`src/rtl/router_pkg.sv`:
```
// Shared router definitions: default geometry of the output VC buffer and the flit type.
package router_pkg;

    localparam int DEF_DATA_WIDTH = 64;
    localparam int DEF_NUM_VC     = 2;
    localparam int DEF_VC_DEPTH   = 2;

    typedef logic [DEF_DATA_WIDTH-1:0] flit_t;

endpackage

```
`src/rtl/router_output_vc_buffer_if.sv`:
```
// Flit ingress, drain handshake and status signals of the output VC buffer.
interface router_output_vc_buffer_if
    import router_pkg::*;
#(
    parameter int DATA_WIDTH = DEF_DATA_WIDTH,
    parameter int NUM_VC     = DEF_NUM_VC
);
    localparam int VC_W = $clog2(NUM_VC);

    logic                  polarity;
    logic                  valid_in;
    logic [VC_W-1:0]       vc_in;
    logic [DATA_WIDTH-1:0] data_in;
    logic                  ready;
    logic [NUM_VC-1:0]     blocked;
    logic                  drop;
    logic                  send;
    logic [VC_W-1:0]       vc_out;
    logic [DATA_WIDTH-1:0] data_out;

    modport master (
        output polarity, valid_in, vc_in, data_in, ready,
        input  blocked, drop, send, vc_out, data_out
    );

    modport slave (
        input  polarity, valid_in, vc_in, data_in, ready,
        output blocked, drop, send, vc_out, data_out
    );

endinterface

```
`src/rtl/router_vc_fifo.sv`:
```
// Single virtual-channel FIFO with an explicit occupancy counter, so any payload value is legal.
module router_vc_fifo #(
    parameter int DATA_WIDTH = 64,
    parameter int DEPTH      = 2
) (
    input  logic                  clk,
    input  logic                  reset,
    input  logic                  push,
    input  logic [DATA_WIDTH-1:0] push_data,
    input  logic                  pop,
    output logic                  full,
    output logic                  empty,
    output logic [DATA_WIDTH-1:0] head
);
    localparam int PTR_W = (DEPTH > 1) ? $clog2(DEPTH) : 1;
    localparam int CNT_W = $clog2(DEPTH + 1);

    logic [DATA_WIDTH-1:0] mem [DEPTH];
    logic [PTR_W-1:0]      wr_ptr_reg, rd_ptr_reg;
    logic [CNT_W-1:0]      count_reg;
    logic                  do_push, do_pop;

    function automatic logic [PTR_W-1:0] next_ptr(input logic [PTR_W-1:0] p);
        return (p == PTR_W'(DEPTH - 1)) ? '0 : p + 1'b1;
    endfunction

    assign full    = (count_reg == CNT_W'(DEPTH));
    assign empty   = (count_reg == '0);
    assign do_push = push & ~full;
    assign do_pop  = pop & ~empty;
    assign head    = mem[rd_ptr_reg];

    // Payload storage carries no reset; validity lives entirely in count_reg.
    always_ff @(posedge clk) begin
        if (do_push) begin
            mem[wr_ptr_reg] <= push_data;
        end
    end

    always_ff @(posedge clk or posedge reset) begin
        if (reset) begin
            wr_ptr_reg <= '0;
            rd_ptr_reg <= '0;
            count_reg  <= '0;
        end else begin
            if (do_push) begin
                wr_ptr_reg <= next_ptr(wr_ptr_reg);
            end
            if (do_pop) begin
                rd_ptr_reg <= next_ptr(rd_ptr_reg);
            end
            if (do_push && !do_pop) begin
                count_reg <= count_reg + CNT_W'(1);
            end else if (do_pop && !do_push) begin
                count_reg <= count_reg - CNT_W'(1);
            end
        end
    end

endmodule

```
`src/rtl/router_output_vc_buffer.sv`:
```
// Output VC buffer: polarity splits VCs into a write half and a drain half; drain is round-robin.
module router_output_vc_buffer
    import router_pkg::*;
#(
    parameter int DATA_WIDTH = DEF_DATA_WIDTH,
    parameter int NUM_VC     = DEF_NUM_VC,
    parameter int VC_DEPTH   = DEF_VC_DEPTH
) (
    input  logic                      clk,
    input  logic                      reset,
    router_output_vc_buffer_if.slave  bus
);
    localparam int VC_W = $clog2(NUM_VC);

    logic [NUM_VC-1:0]     writable, readable, full, empty, push, pop;
    logic [DATA_WIDTH-1:0] head [NUM_VC];
    logic                  accept;
    logic                  found;
    logic [VC_W-1:0]       sel;
    logic [VC_W-1:0]       rr_ptr_reg, rr_ptr_next;
    logic                  drop_reg;

    assign accept = bus.valid_in & writable[bus.vc_in] & ~full[bus.vc_in];

    genvar gi;
    generate
        for (gi = 0; gi < NUM_VC; gi++) begin : g_vc
            // Even VCs are written while polarity=1, odd VCs while polarity=0.
            assign writable[gi] = bus.polarity ^ (gi % 2 == 1);
            assign readable[gi] = ~writable[gi];
            assign push[gi]     = accept && (bus.vc_in == VC_W'(gi));
            assign pop[gi]      = bus.send && (sel == VC_W'(gi));

            router_vc_fifo #(
                .DATA_WIDTH (DATA_WIDTH),
                .DEPTH      (VC_DEPTH)
            ) u_fifo (
                .clk       (clk),
                .reset     (reset),
                .push      (push[gi]),
                .push_data (bus.data_in),
                .pop       (pop[gi]),
                .full      (full[gi]),
                .empty     (empty[gi]),
                .head      (head[gi])
            );
        end
    endgenerate

    // Search starts one past the last served VC; offset NUM_VC wraps back onto rr_ptr itself.
    always_comb begin
        logic [VC_W-1:0] cand;
        found = 1'b0;
        sel   = '0;
        cand  = '0;
        for (int k = 1; k <= NUM_VC; k++) begin
            cand = rr_ptr_reg + VC_W'(k);
            if (!found && readable[cand] && !empty[cand]) begin
                found = 1'b1;
                sel   = cand;
            end
        end
    end

    assign bus.send     = bus.ready & found;
    assign bus.vc_out   = bus.send ? sel : '0;
    assign bus.data_out = bus.send ? head[sel] : '0;
    assign bus.blocked  = full;
    assign bus.drop     = drop_reg;

    assign rr_ptr_next = bus.send ? sel : rr_ptr_reg;

    always_ff @(posedge clk or posedge reset) begin
        if (reset) begin
            rr_ptr_reg <= VC_W'(NUM_VC - 1);
            drop_reg   <= 1'b0;
        end else begin
            rr_ptr_reg <= rr_ptr_next;
            drop_reg   <= bus.valid_in & ~accept;
        end
    end

endmodule
```
`src/flat_wrapper.sv`:
```
// flat-port wrapper written by rule: the top's interface ports become plain ports
module router_output_vc_buffer_flat import router_pkg::*;
#(
    parameter int DATA_WIDTH = DEF_DATA_WIDTH,
    parameter int NUM_VC     = DEF_NUM_VC,
    parameter int VC_DEPTH   = DEF_VC_DEPTH
)
  (clk, reset, bus_polarity, bus_valid_in, bus_vc_in, bus_data_in, bus_ready, bus_blocked, bus_drop, bus_send, bus_vc_out, bus_data_out);
  router_output_vc_buffer_if #(.DATA_WIDTH(DATA_WIDTH), .NUM_VC(NUM_VC)) bus_i ();
  input  logic clk;
  input  logic reset;
  input wire logic [$bits(bus_i.polarity)-1:0] bus_polarity;
  input wire logic [$bits(bus_i.valid_in)-1:0] bus_valid_in;
  input wire logic [$bits(bus_i.vc_in)-1:0] bus_vc_in;
  input wire logic [$bits(bus_i.data_in)-1:0] bus_data_in;
  input wire logic [$bits(bus_i.ready)-1:0] bus_ready;
  output wire logic [$bits(bus_i.blocked)-1:0] bus_blocked;
  output wire logic [$bits(bus_i.drop)-1:0] bus_drop;
  output wire logic [$bits(bus_i.send)-1:0] bus_send;
  output wire logic [$bits(bus_i.vc_out)-1:0] bus_vc_out;
  output wire logic [$bits(bus_i.data_out)-1:0] bus_data_out;
  assign bus_i.polarity = bus_polarity;
  assign bus_i.valid_in = bus_valid_in;
  assign bus_i.vc_in = bus_vc_in;
  assign bus_i.data_in = bus_data_in;
  assign bus_i.ready = bus_ready;
  assign bus_blocked = bus_i.blocked;
  assign bus_drop = bus_i.drop;
  assign bus_send = bus_i.send;
  assign bus_vc_out = bus_i.vc_out;
  assign bus_data_out = bus_i.data_out;
  router_output_vc_buffer #(.DATA_WIDTH(DATA_WIDTH), .NUM_VC(NUM_VC), .VC_DEPTH(VC_DEPTH)) u_core (.clk(clk), .reset(reset), .bus(bus_i));
endmodule
```
`config.mk`:
```
export PLATFORM = sky130hd
export DESIGN_NAME = router_output_vc_buffer_flat
export DESIGN_NICKNAME = d
export VERILOG_FILES = /design/src/rtl/router_pkg.sv /design/src/rtl/router_output_vc_buffer_if.sv /design/src/rtl/router_vc_fifo.sv /design/src/rtl/router_output_vc_buffer.sv /design/src/flat_wrapper.sv
export SDC_FILE = /design/constraint.sdc
export NUM_CORES = 1
export LEC_CHECK = 0
export CAP_MARGIN = 5
export CORE_ASPECT_RATIO = 1.25
export CORE_MARGIN = 5
export CORE_UTILIZATION = 56
export DETAILED_ROUTE_END_ITERATION = 6
export DONT_BUFFER_PORTS = 1
export PLACE_DENSITY = 0.71
export SYNTH_ARGS = -nofsm -noshare
export SYNTH_HDL_FRONTEND = slang
export SYNTH_SLANG_ARGS = --single-unit
```
`constraint.sdc`:
```
create_clock -name clk -period 11.6 [get_ports clk]
set_clock_uncertainty 0.15 [all_clocks]
set_input_delay 2.32 -clock clk [delete_from_list [all_inputs] [get_ports clk]]
set_output_delay 2.32 -clock clk [all_outputs]
set_load 0.1 [all_outputs]
```
==> results.ini <==
[power_and_ir_drop]
power_leakage_nw=3.95
power_mw=2.97
ir_drop_v=0.000263
power_density_nw_per_um2=260

[yosys]
synth-edff-count=256
async_flop_share=0.0340
yosysTopAreaCell=edfxtp_1
synth_top_area_frac=0.751
synth_common_cells=edfxtp_1, mux2i_1, o22ai_1
synth-seq-area-share=0.773
synth.avg_cell_area_um2=19.4
synth_ff_type=edfxtp_1
ys_ff_latch=265
syn-instance-count=528
synth_nets=600
ys_warn_count=0
synth.most_common_cell=edfxtp_1
syn_area_um2=10200
ys_types=24
ys_top_cells_by_area=edfxtp_1, mux2i_1, o22ai_2, dfrtp_1, o22ai_1

[hold_path]
holdCritPathClass=reg2reg
holdPathStages=1

[timing]
report.final.slew_viol_count=0
tightest_slew_ps=1190
setup_viol=0
final-hold-violation-count=0
fin_tns_setup_ps=0
finalCritPeriodShare=0.574
setup_ws_ps=4950
timing.slew.headroom=0.204
rsz0062_at_grt=false
final.min_clock_period_ps=6650
fmax_mhz=150

[setup_path]
start_kind=input port
reg2reg_depth=7
path_delay_family=compound AO/OA/AOI/OAI gates
critPathSlowestCell=o22ai_2
crit_type=in2out
max_stage_delay_ps=910
crit_path_cell_trace=nand2_1 -> or2_4 -> buf_4 -> o22ai_2
cp_num_cells=4
critical_path_required_ps=9130
worstSetupEndpointType=output pin
critical_path.max_fanout=35
worstPathArrival_ps=4180
crit_buf_inv=1

[detailed_routing]
wl_um=18900
drc=0
wl_per_cell_um=24.3
drt_iter0_markers=197
num_vias=4649
viasPerCell=5.98
drt.antenna.violating_nets=0
first_pass_iters=4

[cts]
post_cts_buffers=0
cts-hold-fix-buffers=0
clk_latency_ps=510
cts_root_buf=clkbuf_16
clk_pin_slew_ps=60
h-tree-depth=1
cts_tree=yes
numCtsBuffers=25
clock_sinks=265
cts_max_path_buffers=3
cts-resized-gates=0

[placement]
place_ws_ps=4940
gp_congestion=0.749
io_buffers=0
placedInstanceArea_um2=10600
dp_hpwl_um=10400

[finish]
drive_gt1_frac=0.206
largest_reg_flops=256
design_area_um2=11400
final_util=0.634
final_nets=602
antenna_cells=0
areaGrowthSynthToFinish_pct=11.6

[floorplanning]
initial_core_util=0.568
dieArea_um2=21100
ioPinCount=139
die_h_um=161
core-area_um2=18000
chipWidth_um=131
rows=55

[global_route]
grtUsageTotal=0.177
grt_max_degree=67
gr-total-overflow=0
grt_first_pass_wirelength_um=28600
antenna_found_initial=0
grt_pass1_vias=5133

[job]
maxCapViolCount=0

[status]
status=complete, no violations

[layout make-up]
| type | instances | area (µm²) |
|---|---|---|
| multi-input cells | 225 | 2350 |
| well taps | 228 | 285 |
| flip-flops and latches | 265 | 7920 |
| inverters | 7 | 26.3 |
| fillers | 1253 | 6610 |
| repair buffers | 6 | 45.0 |
| clock buffers | 29 | 641 |
| clock inverters | 17 | 159 |
[kinds of logic (layout without fill, tap and decap cells)]
group,after synthesis,in the layout,synth area share
AO/OA/AOI/OAI,66,66,0.0597
XOR/XNOR,10,10,0.00856
adder cells (fa/ha/maj),2,2,0.00245
buffers and inverters,38,59,0.0212
flip-flops,265,265,0.773
multiplexers,128,128,0.125
AND/OR/NAND/NOR,19,19,0.00966
[metal layers]
metal,up-vias,track usage,share of wire
li1,2106,-,-
met4,0,0.0416,0.014
met3,20,0.0586,0.089
met1,2373,0.207,0.37
met2,150,0.315,0.52
met5,-,0,0
[worst paths after layout]
check	from	to	slack (ps)
min in group asynchronous	reset	u_core.bus.drop	1510
min	u_core.g_vc[1].u_fifo.count_reg[1]	u_core.g_vc[1].u_fifo.count_reg[1]	350
max	bus_polarity	bus_data_out[12]	4950
max in group asynchronous	reset	u_core.g_vc[0].u_fifo.rd_ptr_reg	9500
max reg2reg	u_core.g_vc[1].u_fifo.count_reg[0]	u_core.g_vc[1].u_fifo.count_reg[1]	8780
min reg2reg	u_core.g_vc[1].u_fifo.count_reg[1]	u_core.g_vc[1].u_fifo.count_reg[1]	350
[through the flow]
| step | hold slack (ps) | std cells |
|---|---|---|
| after floorplan | 310 | 528 |
| after global placement | 332 | 731 |
| after detailed placement | 343 | 731 |
| after CTS | 356 | 777 |
| after global routing | 366 | 777 |
| final | 353 | 777 |
[cell usage in the layout, fill, tap and decap left out, types with 3 or more instances in the layout]
| cell | count |
|---|---|
| xor2_1 | 4 |
| dfrtp_1 | 7 |
| clkbuf_16 | 25 |
| bufinv_16 | 3 |
| clkbuf_1 | 4 |
| xnor2_1 | 6 |
| clkinv_2 | 5 |
| o22ai_2 | 64 |
| buf_4 | 6 |
| inv_1 | 7 |
| edfxtp_1 | 256 |
| nor2_1 | 3 |
| mux2i_1 | 128 |
| clkinv_1 | 7 |
[where the power goes]
part,internal [mW],switching (mW),total (mW),leakage (nW)
clock network,0.462,0.324,0.786,0.395
logic,0.218,0.744,0.962,1.13
registers,1.14,0.0843,1.22,2.42
[worst reg2reg max path: stages (launching register included)]
cell and delay [ps]:
dfrtp_1 420, nor2_1 220, or2_4 610, buf_4 660, ha_1 300, xor2_1 150, nor2_1 70, xor2_1 140
Power figures use the tool's default switching activity.
